**src/rtl/addsub_pkg.sv**
```systemverilog
// Shared constants and helpers for the pipelined adder/subtractor.
// Latency: n/a (package only).
// Backpressure: n/a (package only).
package addsub_pkg;

  // Operation select encoding on the mode input.
  localparam logic MODE_ADD = 1'b0;
  localparam logic MODE_SUB = 1'b1;

  // Widest operand the saturation helpers can describe.
  localparam int SAT_W_MAX = 128;

  // Most positive signed value of a w-bit word (0111..1), zero-extended to SAT_W_MAX.
  function automatic logic [SAT_W_MAX-1:0] sat_max(input int w);
    logic [SAT_W_MAX-1:0] r;
    r = '0;
    for (int i = 0; i < SAT_W_MAX; i++) begin
      if (i < w - 1) r[i] = 1'b1;
    end
    return r;
  endfunction

  // Most negative signed value of a w-bit word (1000..0), zero-extended to SAT_W_MAX.
  function automatic logic [SAT_W_MAX-1:0] sat_min(input int w);
    logic [SAT_W_MAX-1:0] r;
    r = '0;
    for (int i = 0; i < SAT_W_MAX; i++) begin
      if (i == w - 1) r[i] = 1'b1;
    end
    return r;
  endfunction

endpackage

```
**src/rtl/cla_chunk.sv**
```systemverilog
// N-bit carry-lookahead slice: generate/propagate sum of a, b and cin.
// Latency: combinational.
// Backpressure: none (pure logic).
module cla_chunk #(
  parameter int N = 4
) (
  input  logic [N-1:0] a,
  input  logic [N-1:0] b,
  input  logic         cin,
  output logic [N-1:0] sum,
  output logic         cout
);

  logic [N-1:0] g;
  logic [N-1:0] p;
  logic [N:0]   c;

  assign g = a & b;
  assign p = a ^ b;

  // Each carry is expanded directly from g/p terms and cin, not rippled.
  always_comb begin : lookahead
    logic acc;
    logic pp;
    acc  = 1'b0;
    pp   = 1'b0;
    c    = '0;
    c[0] = cin;
    for (int i = 0; i < N; i++) begin
      acc = g[i];
      pp  = p[i];
      for (int j = i - 1; j >= 0; j--) begin
        acc = acc | (pp & g[j]);
        pp  = pp & p[j];
      end
      acc      = acc | (pp & cin);
      c[i + 1] = acc;
    end
  end

  assign sum  = p ^ c[N-1:0];
  assign cout = c[N];

endmodule

```
**src/rtl/addsub_pipe_n.sv**
```systemverilog
// Pipelined two's-complement add/sub, one CHUNK-bit CLA slice per stage, carry registered between slices.
// Latency: WIDTH/CHUNK + 1 register levels from accept edge... accept at edge N gives out_valid after edge N+WIDTH/CHUNK.
// Backpressure: global stall, in_ready = !out_valid | out_ready; all stages hold together, outputs stable until taken.
// Build option: define ADDSUB_SAT_EN to clamp overflowing results to signed max/min instead of wrapping.
module addsub_pipe_n
  import addsub_pkg::*;
#(
  parameter int WIDTH = 16,
  parameter int CHUNK = 4
) (
  input  logic             clk,
  input  logic             rst,
  input  logic             in_valid,
  output logic             in_ready,
  input  logic [WIDTH-1:0] a,
  input  logic [WIDTH-1:0] b,
  input  logic             mode,
  input  logic             cin,
  output logic             out_valid,
  input  logic             out_ready,
  output logic [WIDTH-1:0] result,
  output logic             cout,
  output logic             overflow,
  output logic             zero
);

  // WIDTH must be a multiple of CHUNK; STAGES slices cover the word, the last
  // slice feeds the flag/saturation output register.
  localparam int STAGES = WIDTH / CHUNK;
  localparam int LAST   = STAGES - 1;
  localparam int MSB    = WIDTH - 1;

  logic             advance;
  logic             sub_op;
  logic [WIDTH-1:0] b_eff;
  logic             cin_eff;

  assign advance  = !out_valid || out_ready;
  assign in_ready = advance;

  // Subtraction is a + ~b + 1 with cin acting as borrow, so cin is inverted too.
  assign sub_op  = (mode != MODE_ADD);
  assign b_eff   = b ^ {WIDTH{sub_op}};
  assign cin_eff = cin ^ sub_op;

  // Per-stage state: operands travel with the op, s_q accumulates finished chunks.
  logic             vld_q [STAGES];
  logic             c_q   [STAGES];
  logic [WIDTH-1:0] a_q   [STAGES];
  logic [WIDTH-1:0] b_q   [STAGES];
  logic [WIDTH-1:0] s_q   [STAGES];

  genvar k;
  generate
    for (k = 0; k < STAGES; k++) begin : g_stage
      logic             vld_in;
      logic             c_in;
      logic [WIDTH-1:0] a_in;
      logic [WIDTH-1:0] b_in;
      logic [WIDTH-1:0] s_in;
      logic [CHUNK-1:0] sum_chunk;
      logic             c_out;

      if (k == 0) begin : g_head
        assign vld_in = in_valid;
        assign c_in   = cin_eff;
        assign a_in   = a;
        assign b_in   = b_eff;
        assign s_in   = '0;
      end else begin : g_body
        assign vld_in = vld_q[k-1];
        assign c_in   = c_q[k-1];
        assign a_in   = a_q[k-1];
        assign b_in   = b_q[k-1];
        assign s_in   = s_q[k-1];
      end

      cla_chunk #(
        .N (CHUNK)
      ) u_cla (
        .a    (a_in[k*CHUNK +: CHUNK]),
        .b    (b_in[k*CHUNK +: CHUNK]),
        .cin  (c_in),
        .sum  (sum_chunk),
        .cout (c_out)
      );

      // Valid chain: cleared by reset, frozen by a stall.
      always_ff @(posedge clk) begin
        if (rst) begin
          vld_q[k] <= 1'b0;
        end else if (advance) begin
          vld_q[k] <= vld_in;
        end
      end

      // Data path: lower chunks pass through, this stage fills in chunk k.
      always_ff @(posedge clk) begin
        if (advance) begin
          a_q[k]                  <= a_in;
          b_q[k]                  <= b_in;
          c_q[k]                  <= c_out;
          s_q[k]                  <= s_in;
          s_q[k][k*CHUNK +: CHUNK] <= sum_chunk;
        end
      end
    end
  endgenerate

`ifdef ADDSUB_SAT_EN
  localparam logic [SAT_W_MAX-1:0] SAT_MAX_FULL = sat_max(WIDTH);
  localparam logic [SAT_W_MAX-1:0] SAT_MIN_FULL = sat_min(WIDTH);
  localparam logic [WIDTH-1:0]     SAT_MAX_W    = SAT_MAX_FULL[WIDTH-1:0];
  localparam logic [WIDTH-1:0]     SAT_MIN_W    = SAT_MIN_FULL[WIDTH-1:0];
`endif

  logic             a_msb;
  logic             b_msb;
  logic             ovf_fin;
  logic [WIDTH-1:0] res_fin;

  // Signed overflow from operand and sum sign bits, then optional clamp.
  always_comb begin
    a_msb   = a_q[LAST][MSB];
    b_msb   = b_q[LAST][MSB];
    ovf_fin = (a_msb == b_msb) && (s_q[LAST][MSB] != a_msb);
    res_fin = s_q[LAST];
`ifdef ADDSUB_SAT_EN
    if (ovf_fin) begin
      res_fin = a_msb ? SAT_MIN_W : SAT_MAX_W;
    end
`endif
  end

  // Output register: loads only real results so bubbles never expose stale data.
  always_ff @(posedge clk) begin
    if (rst) begin
      out_valid <= 1'b0;
      result    <= '0;
      cout      <= 1'b0;
      overflow  <= 1'b0;
      zero      <= 1'b0;
    end else if (advance) begin
      out_valid <= vld_q[LAST];
      if (vld_q[LAST]) begin
        result   <= res_fin;
        cout     <= c_q[LAST];
        overflow <= ovf_fin;
        zero     <= (res_fin == '0);
      end
    end
  end

endmodule

```
**config.mk**
```make
export PLATFORM = sky130hd
export DESIGN_NAME = addsub_pipe_n
export DESIGN_NICKNAME = d
export VERILOG_FILES = /design/src/rtl/addsub_pkg.sv /design/src/rtl/cla_chunk.sv /design/src/rtl/addsub_pipe_n.sv
export SDC_FILE = /design/constraint.sdc
export NUM_CORES = 1
export LEC_CHECK = 0
export ABC_AREA = 1
export CORE_UTILIZATION = 55
export CTS_CLUSTER_SIZE = 25
export DETAILED_ROUTE_END_ITERATION = 10
export PLACE_DENSITY_LB_ADDON = 0.15
export SLEW_MARGIN = 20
export SYNTH_ARGS = -nofsm -noshare
export SYNTH_HDL_FRONTEND = slang
export SYNTH_SLANG_ARGS = --single-unit
```
**constraint.sdc**
```tcl
create_clock -name clk -period 3.1 [get_ports clk]
set_input_delay 0.62 -clock clk [delete_from_list [all_inputs] [get_ports clk]]
set_output_delay 0.62 -clock clk [all_outputs]
set_load 0.01 [all_outputs]
```
* After elaboration in Yosys (flattened, before gate mapping)
Memories as Yosys holds them, arrays and structs flattened. A register that Yosys moved wholly into a read port is not among the register bits.
Cells that the tools add are included.
** Cells by class
- Equality and inequality tests :: 2
- Mux-type cells :: 14
- Bitwise operators :: 126
- Reductions and logical operators :: 5
** Operators with widths (count)
- $and A1 B1 Y1 :: 64
- $or A1 B1 Y1 :: 48
- $xor A4 B4 Y4 :: 8
- $and A4 B4 Y4 :: 4
- $logic_not A16 Y1 :: 1
- $mux W4 :: 4
- $xor A16 B16 Y16 :: 1
- $mux W1 :: 10
- $reduce_and A2 Y1 :: 1
- $eq A1 B1 Y1 :: 1
- $logic_and A1 B1 Y1 :: 1
- $logic_not A1 Y1 :: 1
- $logic_or A1 B1 Y1 :: 1
- $ne A1 B1 Y1 :: 1
- $xor A1 B1 Y1 :: 1
** Word-level totals
- Bits in registers :: 19
- Bits in writable memories :: 200
- Input bits :: 38
- Output and inout port bits :: 21
- Logic and storage cells :: 156
- Memories kept :: 5
** Memory list
- a_q :: depth 4, bits a word 16, rd ports 4, clocked after Yosys merged registers in 0, wr ports 4, RTL line addsub_pipe_n.sv:49 : logic [WIDTH-1:0] a_q [STAGES];
- b_q :: depth 4, bits a word 16, rd ports 4, clocked after Yosys merged registers in 0, wr ports 4, RTL line addsub_pipe_n.sv:50 : logic [WIDTH-1:0] b_q [STAGES];
- s_q :: depth 4, bits a word 16, rd ports 4, clocked after Yosys merged registers in 0, wr ports 4, RTL line addsub_pipe_n.sv:51 : logic [WIDTH-1:0] s_q [STAGES];
- c_q :: depth 4, bits a word 1, rd ports 4, clocked after Yosys merged registers in 1, wr ports 4, RTL line addsub_pipe_n.sv:48 : logic c_q [STAGES];
- vld_q :: depth 4, bits a word 1, rd ports 4, clocked after Yosys merged registers in 0, wr ports 4, RTL line addsub_pipe_n.sv:47 : logic vld_q [STAGES];

* Longest topological paths before layout
Gate-level depths: netlist of the first run.
- Word-level depth :: 8
- Mapped depth :: 10
- Depth with buffers taken out :: 9

* Hierarchy
From an unflattened synthesis of the first run, not the netlist that was laid out.
** Second synthesis, totals
- Cell total of the unflattened synthesis :: 343
- Area, all modules :: 4662.0 um2
** By module, submodules not included
- addsub_pipe_n :: times used 1, cells each 231, area an instance 3953.8 um2, seq. area each 3343.2 um2
- cla_chunk (g_stage[1].u_cla ...) :: times used 3, cells each 27, area an instance 173.9 um2, seq. area each 0.0 um2
- cla_chunk (g_stage[0].u_cla) :: times used 1, cells each 31, area an instance 186.4 um2, seq. area each 0.0 um2

* Worst setup path after synthesis of the first run
No wires, ideal clock.
- Path type :: input to register
- Start point :: input out_ready
- End point :: register overflow
- Library setup time :: 117 ps
- Arrival :: 2459 ps
- Data required time :: 2983 ps
- Slack :: 524 ps
- Stages :: 8
- Buffers on the path :: 1
- Path through :: inv_1 -> nand2_2 -> nand2_4 -> inv_2 -> buf_6 -> o21ai_2 -> a21oi_1 -> nor2_1
** Between the ends
- Word-level cells in the longest chain between the ends :: 2
** Ends and longest elaborated chain
- from (decl) :: RTL line addsub_pipe_n.sv:20 : input logic out_ready,
- $logic_or A1 B1 Y1 :: RTL line addsub_pipe_n.sv:38 : assign advance = !out_valid || out_ready;
- net in_ready :: RTL line addsub_pipe_n.sv:14 : output logic in_ready,
- $reduce_and A2 Y1 (no line)
- to (signal assigned) :: RTL line addsub_pipe_n.sv:148 : overflow <= ovf_fin;
- to (decl) :: RTL line addsub_pipe_n.sv:23 : output logic overflow,
The timed path passes the listed nets, and every way through them passes these cells.
A chain may end at the register's enable or synchronous reset.

* Final worst setup path of the first run
- Start point :: input out_ready
- End point :: output in_ready
** Between the ends
- Word-level cells in the longest chain between the ends :: 1
** Ends and longest elaborated chain (RTL line)
- $logic_or A1 B1 Y1 :: addsub_pipe_n.sv:38
- to (decl) :: addsub_pipe_n.sv:14
No other way between the ends.

==> summary.txt, run 1 <==
Outcome
  – Status: complete, no violations

Logic synthesis
  – EDFF count, synth: 98
  – Seq cells post-synth: 118
  – Yosys top cell area share: 63.2%
  – Synthesized area: 0.00466 sq mm
  – Post-synthesis mux area share: 0%
  – Synth warn: 0
  – Synth Area in Compound Gates: 3.95%
  – Count leader, synth: edfxtp_1
  – Synth unique cells: 27
  – Area leader, netlist: edfxtp_1
  – Sequential area share after synthesis: 71.8%
  – Synth Area in XOR/XNOR: 4.92%
  – Main combinational cell family by area after synthesis: simple AND/OR/NAND/NOR gates
  – Synth Flop Type: edfxtp_1
  – FFs w/ async S/R, synth: 0%
  – Simple-gate area share of the yosys netlist: 8.98%
  – Top post-synthesis cells by count: edfxtp_1 (98), nor2_1 (48), nand2_1 (35), inv_1 (32), xor2_1 (21)
  – Adder-Cell Fraction of Synth Area: 6.56%
  – Synth Area per Inst: 13.8 sq um
  – Synthesized Nets: 398
  – Synth top area cells: edfxtp_1 (63%), dfxtp_1 (8.6%), ha_1 (4.8%)
  – Synth Instances: 338

STA
  – Slew Viols, Final: 0
  – Period utilization: 79.4%
  – Worst Skew: 6.79 ps
  – Hold WS: 414 ps
  – Worst slew pin tran: 486 ps
  – Setup Viol. Count Final: 0
  – Setup TNS: 0 ps
  – Worst rel slew slack: 67.6%
  – Final hold vios: 0
  – Crit path time final: 2460 ps
  – Max Clk Rate: 407 MHz
  – Setup slack after layout: 640 ps
  – Unrepaired setup endpoints after global routing: no

Critical path
  – CP delay by family, top: buffers and inverters
  – Most common cell on crit path: clkdlybuf4s50_1
  – CP max FO: 2
  – CP cell instances: clkdlybuf4s50_1 -> inv_1 -> nand2_4 -> clkdlybuf4s50_1
  – Critical Path Max Stage Delay: 610 ps
  – CP Buf/Inv Count: 3
  – CP endpoint kind: output pin
  – CP required: 2480 ps
  – CP max stage cell: clkdlybuf4s50_1
  – Critical Path Start Type: input port
  – Critical path type: in -> out
  – R2R setup slack: 1390 ps
  – Data arrival time of the critical path: 1840 ps

Clock network
  – Post-CTS sizing: 0
  – # clock sinks: 118
  – Clock-pin slew of the registers on the worst-case setup and hold paths: 50 ps
  – Maximum clock insertion buffer count: 2
  – # hold bufs at CTS: 0
  – Skew-Pair Late Insertion Delay: 510 ps
  – CTS tree: built
  – Postcts setup bufs: 0
  – Clock root cell: clkbuf_8
  – CTS buffer count: 17
  – H-tree depth: 4

Floorplan
  – Die Wd: 94.0 um
  – Core region area: 0.00822 sq mm
  – Die area: 0.00884 sq mm
  – FP Rows: 33
  – Starting Density: 56.7%
  – Die H: 94.0 um
  – IO Pins: 59

Placed design
  – Number of port buffers: 58
  – Post-place setup slack: 365 ps
  – Gp weighted congestion: 0.809
  – Cells after DPL: 496
  – Post-DP HPWL: 3990 um

Route
  – Vias: 2,485
  – Routed Antenna Nets: 0
  – First drt pass iteration count: 4
  – Vias/cell: 4.71
  – DRC errors left: 0
  – DR WL/cell: 11.4 um
  – Routed Wire Length: 6000 um
  – DRT iter0 DRCs: 79

Global route
  – Antenna violations before repair: 0
  – Vias in the first global route: 2,372
  – First-pass GRT wire length: 10,100 um
  – Largest net degree at the start of global routing: 98
  – Tot GR Track Use: 15.7%
  – GR Overflow Total: 0

Final layout
  – Final nets: 470
  – Layout Utilization: 72.1%
  – Final Non-Filler Cells: 528
  – Layout cell share with drive strength beyond 1: 8.75%
  – Ant. Diodes: 0
  – Area Growth Syn to Fin: 27.3%

Pwr
  – Leakage: 0.00238 uW
  – VDD IR-drop max: 0.361 mV
  – PD cells: 737 mW/mm^2

Flow run
  – Total of max-cap violations: 0

Hold path
  – Hold Path Class: reg -> reg
[cell families after synthesis]
logic type      after synthesis
compound gates               33
xor+xnor                     24
fa+ha+maj                    22
buf+inv                      40
flops                       118
simple gates                101
[worst paths after layout]
check,end,depth (start not counted),start
max,in_ready,4,out_ready
min,s_q[2][2]$_DFFE_PN_,0,s_q[1][2]$_DFFE_PN_
max reg2reg,overflow$_SDFFE_PP0P_,7,out_valid$_SDFFE_PP0N_
min reg2reg,s_q[2][2]$_DFFE_PN_,0,s_q[1][2]$_DFFE_PN_
[layout make-up]
cell class | instances | area [sq um]
Inverter | 33 | 124
Timing Repair Buffer | 60 | 608
Fill cell | 542 | 2290
Tap cell | 105 | 131
Multi-Input combinational cell | 180 | 1140
Clock buffer | 19 | 422
Clock inverter | 13 | 158
Sequential cell | 118 | 3340
[layout by cell type (no fill, tap or decap), drive strengths merged]
| cell | Yosys | final |
|---|---|---|
| fa | 4 | 4 |
| xor2 | 22 | 22 |
| o21a | 3 | 3 |
| a21oi | 8 | 8 |
| bufinv | 0 | 3 |
| nor3 | 1 | 1 |
| o211ai | 3 | 3 |
| clkinvlp | 0 | 3 |
| buf | 6 | 2 |
| clkbuf | 1 | 19 |
| edfxtp | 98 | 98 |
| nor2 | 48 | 48 |
| clkdlybuf4s50 | 0 | 58 |
| nand2 | 37 | 37 |
| inv | 33 | 33 |
| nand3 | 12 | 12 |
| xnor2 | 2 | 2 |
| ha | 18 | 18 |
| o21ai | 19 | 19 |
| dfxtp | 20 | 20 |
| clkinv | 0 | 7 |
| nand4 | 3 | 3 |
[metal layers]
layer,track usage [%],part of all wire [%]
met1,17.8,46
met2,25.5,47
met3,6.55,5.6
met4,7.69,1.7
met5,0,0
[state kept, by name (all words and copies together), names as in the netlist]
| signal | flops |
|---|---|
| zero | 1 |
| cout | 1 |
| c_q | 4 |
| out_valid | 1 |
| vld_q | 4 |
| a_q | 25 |
| b_q | 25 |
| result | 16 |
| s_q | 40 |
| overflow | 1 |
[where the power goes]
part | internal (uW) | switching (uW) | leakage [uW]
Clock | 1220 | 650 | 0.000275
Sequential | 2040 | 94.7 | 0.00121
Combinational | 180 | 183 | 0.000896
[stage by stage]
step           power, uW  instance area, sq um
2_1_floorplan       2390                  4660
3_3_place_gp        2510                  5350
3_5_place_dp        2540                  5350
4_1_cts             4420                  5930
5_1_grt             4550                  5930
6_report            4370                  5930
Power figures use the tool's default switching activity.
==> inputs of run 2 (changes only) <==
- clock period: 3.1 -> 2.45 ns (I/O delays scaled with it)
==> summary.txt, run 2 (same netlist as run 1, synthesis figures left out) <==
Outcome
  – Status: complete, no violations

STA
  – Worst slew pin tran: 481 ps (-5.07 ps)
  – Worst Skew: 6.07 ps (-0.725 ps)
  – Period utilization: 90.6%
  – Crit path time final: 2220 ps
  – Worst rel slew slack: 68.0% (+0.34 points)
  – Setup Viol. Count Final: 0 (unchanged)
  – Final hold vios: 0 (unchanged)
  – Max Clk Rate: 450 MHz
  – Unrepaired setup endpoints after global routing: no
  – Slew Viols, Final: 0 (unchanged)
  – Setup slack after layout: 230 ps (-410 ps)

Pwr
  – Switch share: 21.7% (+0.46 points)
  – PD cells: 898 mW/mm^2 (+22%)
  – Internal power: 4130 uW (+20%)
  – Sw Pwr: 1140 uW (+23%)
  – Leakage: 0.00235 uW (-1.0%)
  – Reg power frac: 51.4% (+2.5 points)
  – VDD IR-drop max: 0.548 mV (+52%)
  – Gate power share: 8.9% (+0.6 points)
  – Clock power frac: 39.7% (-3.0 points)

Final layout
  – Multi-input logic area: 0.00114 sq mm (unchanged)
  – Biggest register: s_q
  – Layout Utilization: 71.4% (-0.75 points)
  – Area Growth Syn to Fin: 26.0%
  – Fillers: 553 (+2.0%)
  – Final nets: 471 (+0.21%)
  – Top flop regs: s_q: 40 flops, a_q: 25 flops, b_q: 25 flops
  – Ant. Diodes: 0 (unchanged)
  – Most frequent cells in the layout: edfxtp_1 (98), clkdlybuf4s50_1 (58), nor2_1 (48)
  – Layout cell share with drive strength beyond 1: 8.27% (-0.47 points)
  – Final Non-Filler Cells: 528 (unchanged)
  – Largest register FFs: 40 (unchanged)
  – Leading cell type in the layout, fill and taps excluded: edfxtp_1
  – Post-route cell area: 0.00587 sq mm (-1.0%)
  – Register Area: 0.00334 sq mm (unchanged)

Critical path
  – CP delay by family, top: buffers and inverters
  – CP max stage cell: clkdlybuf4s50_1
  – CP cell instances: clkdlybuf4s50_1 -> inv_1 -> nand2_4 -> clkdlybuf4s50_1
  – CP Buf/Inv Count: 3 (unchanged)
  – CP required: 1960 ps (-520 ps)
  – CP endpoint kind: output pin
  – R2R setup slack: 940 ps (-450 ps)
  – Data arrival time of the critical path: 1730 ps (-110 ps)
  – Critical Path Start Type: input port
  – Critical path type: in -> out
  – CP max FO: 5 (+3)
  – Most common cell on crit path: clkdlybuf4s50_1
  – Critical Path Max Stage Delay: 560 ps (-50 ps)

Placed design
  – Cells after DPL: 497 (+0.20%)
  – Number of port buffers: 58 (unchanged)
  – Post-DP HPWL: 4080 um (+2.4%)
  – Post-place setup slack: -30.3 ps (-395 ps)
  – Gp weighted congestion: 0.738 (-8.9%)
  – Area post-placement: 0.00536 sq mm (+0.14%)

Clock network
  – H-tree depth: 4 (unchanged)
  – Skew-Pair Late Insertion Delay: 500 ps (about the same)
  – Maximum clock insertion buffer count: 2 (unchanged)
  – Post-CTS sizing: 0 (unchanged)
  – Clock-pin slew of the registers on the worst-case setup and hold paths: 50 ps (about the same)
  – Clock root cell: clkbuf_8
  – # hold bufs at CTS: 0 (unchanged)
  – CTS buffer count: 17 (unchanged)
  – CTS tree: built
  – Postcts setup bufs: 0 (unchanged)
  – # clock sinks: 118 (unchanged)

Global route
  – GR Overflow Total: 0 (unchanged)
  – Tot GR Track Use: 16.7% (+1.1 points)
  – First-pass GRT wire length: 10,700 um (+5.9%)
  – Largest net degree at the start of global routing: 95 (-3.1%)
  – Vias in the first global route: 2,497 (+5.3%)
  – Antenna violations before repair: 0 (unchanged)

Route
  – First drt pass iteration count: 4 (unchanged)
  – Routed Antenna Nets: 0 (unchanged)
  – DRT iter0 DRCs: 112 (+42%)
  – DR WL/cell: 12.0 um (+5.4%)
  – Vias: 2,575 (+3.6%)
  – DRC errors left: 0 (unchanged)
  – Vias/cell: 4.88 (+3.6%)
  – Routed Wire Length: 6330 um (+5.4%)

Flow run
  – Total of max-cap violations: 0 (unchanged)

Floorplan
  – Die Wd: 94.0 um (unchanged)
  – Starting Density: 56.7% (unchanged)
  – Core region area: 0.00822 sq mm (unchanged)
  – IO Pins: 59 (unchanged)
  – FP Rows: 33 (unchanged)
  – Die H: 94.0 um (unchanged)
  – Die area: 0.00884 sq mm (unchanged)

Hold path
  – Hold Path Class: reg -> reg
[run 2: cell type report]
class                   instances  area share, %
flip-flops and latches        118           57.0
clock buffers                  19           7.19
clock inverters                12           1.51
multi-input cells             180           19.5
repair buffers                 61           10.5
inverters                      33           2.11
well taps                     105           2.24
[run 2: routing by layer]
metal,part of all wire [%],track usage [%],vias up
met4,2.2,10.3,0
met5,0,0,-
met3,5.5,6.72,15
li1,-,-,1309
met1,44,19.5,1160
met2,48,26.0,91
[run 2: metrics by stage]
step / TNS [ps] / power [uW] / hold slack [ps]
2_1_floorplan: 0 / 3020 / 400
3_3_place_gp: 0 / 3180 / 401
3_5_place_dp: -50.4 / 3210 / 405
4_1_cts: 0 / 5320 / 416
5_1_grt: 0 / 5510 / 421
6_report: 0 / 5270 / 411
[run 2: final timing paths]
check / from / cells past startpoint / end
max: out_ready / 4 / in_ready
min: s_q[0][0]$_DFFE_PN_ / 0 / s_q[1][0]$_DFFE_PN_
max reg2reg: a_q[2][14]$_DFFE_PN_ / 6 / s_q[3][15]$_DFFE_PN_
min reg2reg: s_q[0][0]$_DFFE_PN_ / 0 / s_q[1][0]$_DFFE_PN_
[run 2: power groups by stage]
stage / logic, uW / clock network, uW / registers [uW]
finish: 470 / 2090 / 2710
global route: 537 / 2230 / 2740
CTS: 473 / 2140 / 2710
detailed placement: 464 / 0 / 2750
global placement: 444 / 0 / 2730
floorplan: 310 / 0 / 2720
==> inputs of run 3 (changes only) <==
- GPL_TIMING_DRIVEN: default -> 1
==> results of run 3 <==
The final DEF is identical to that of run 2; final timing and power are the same.
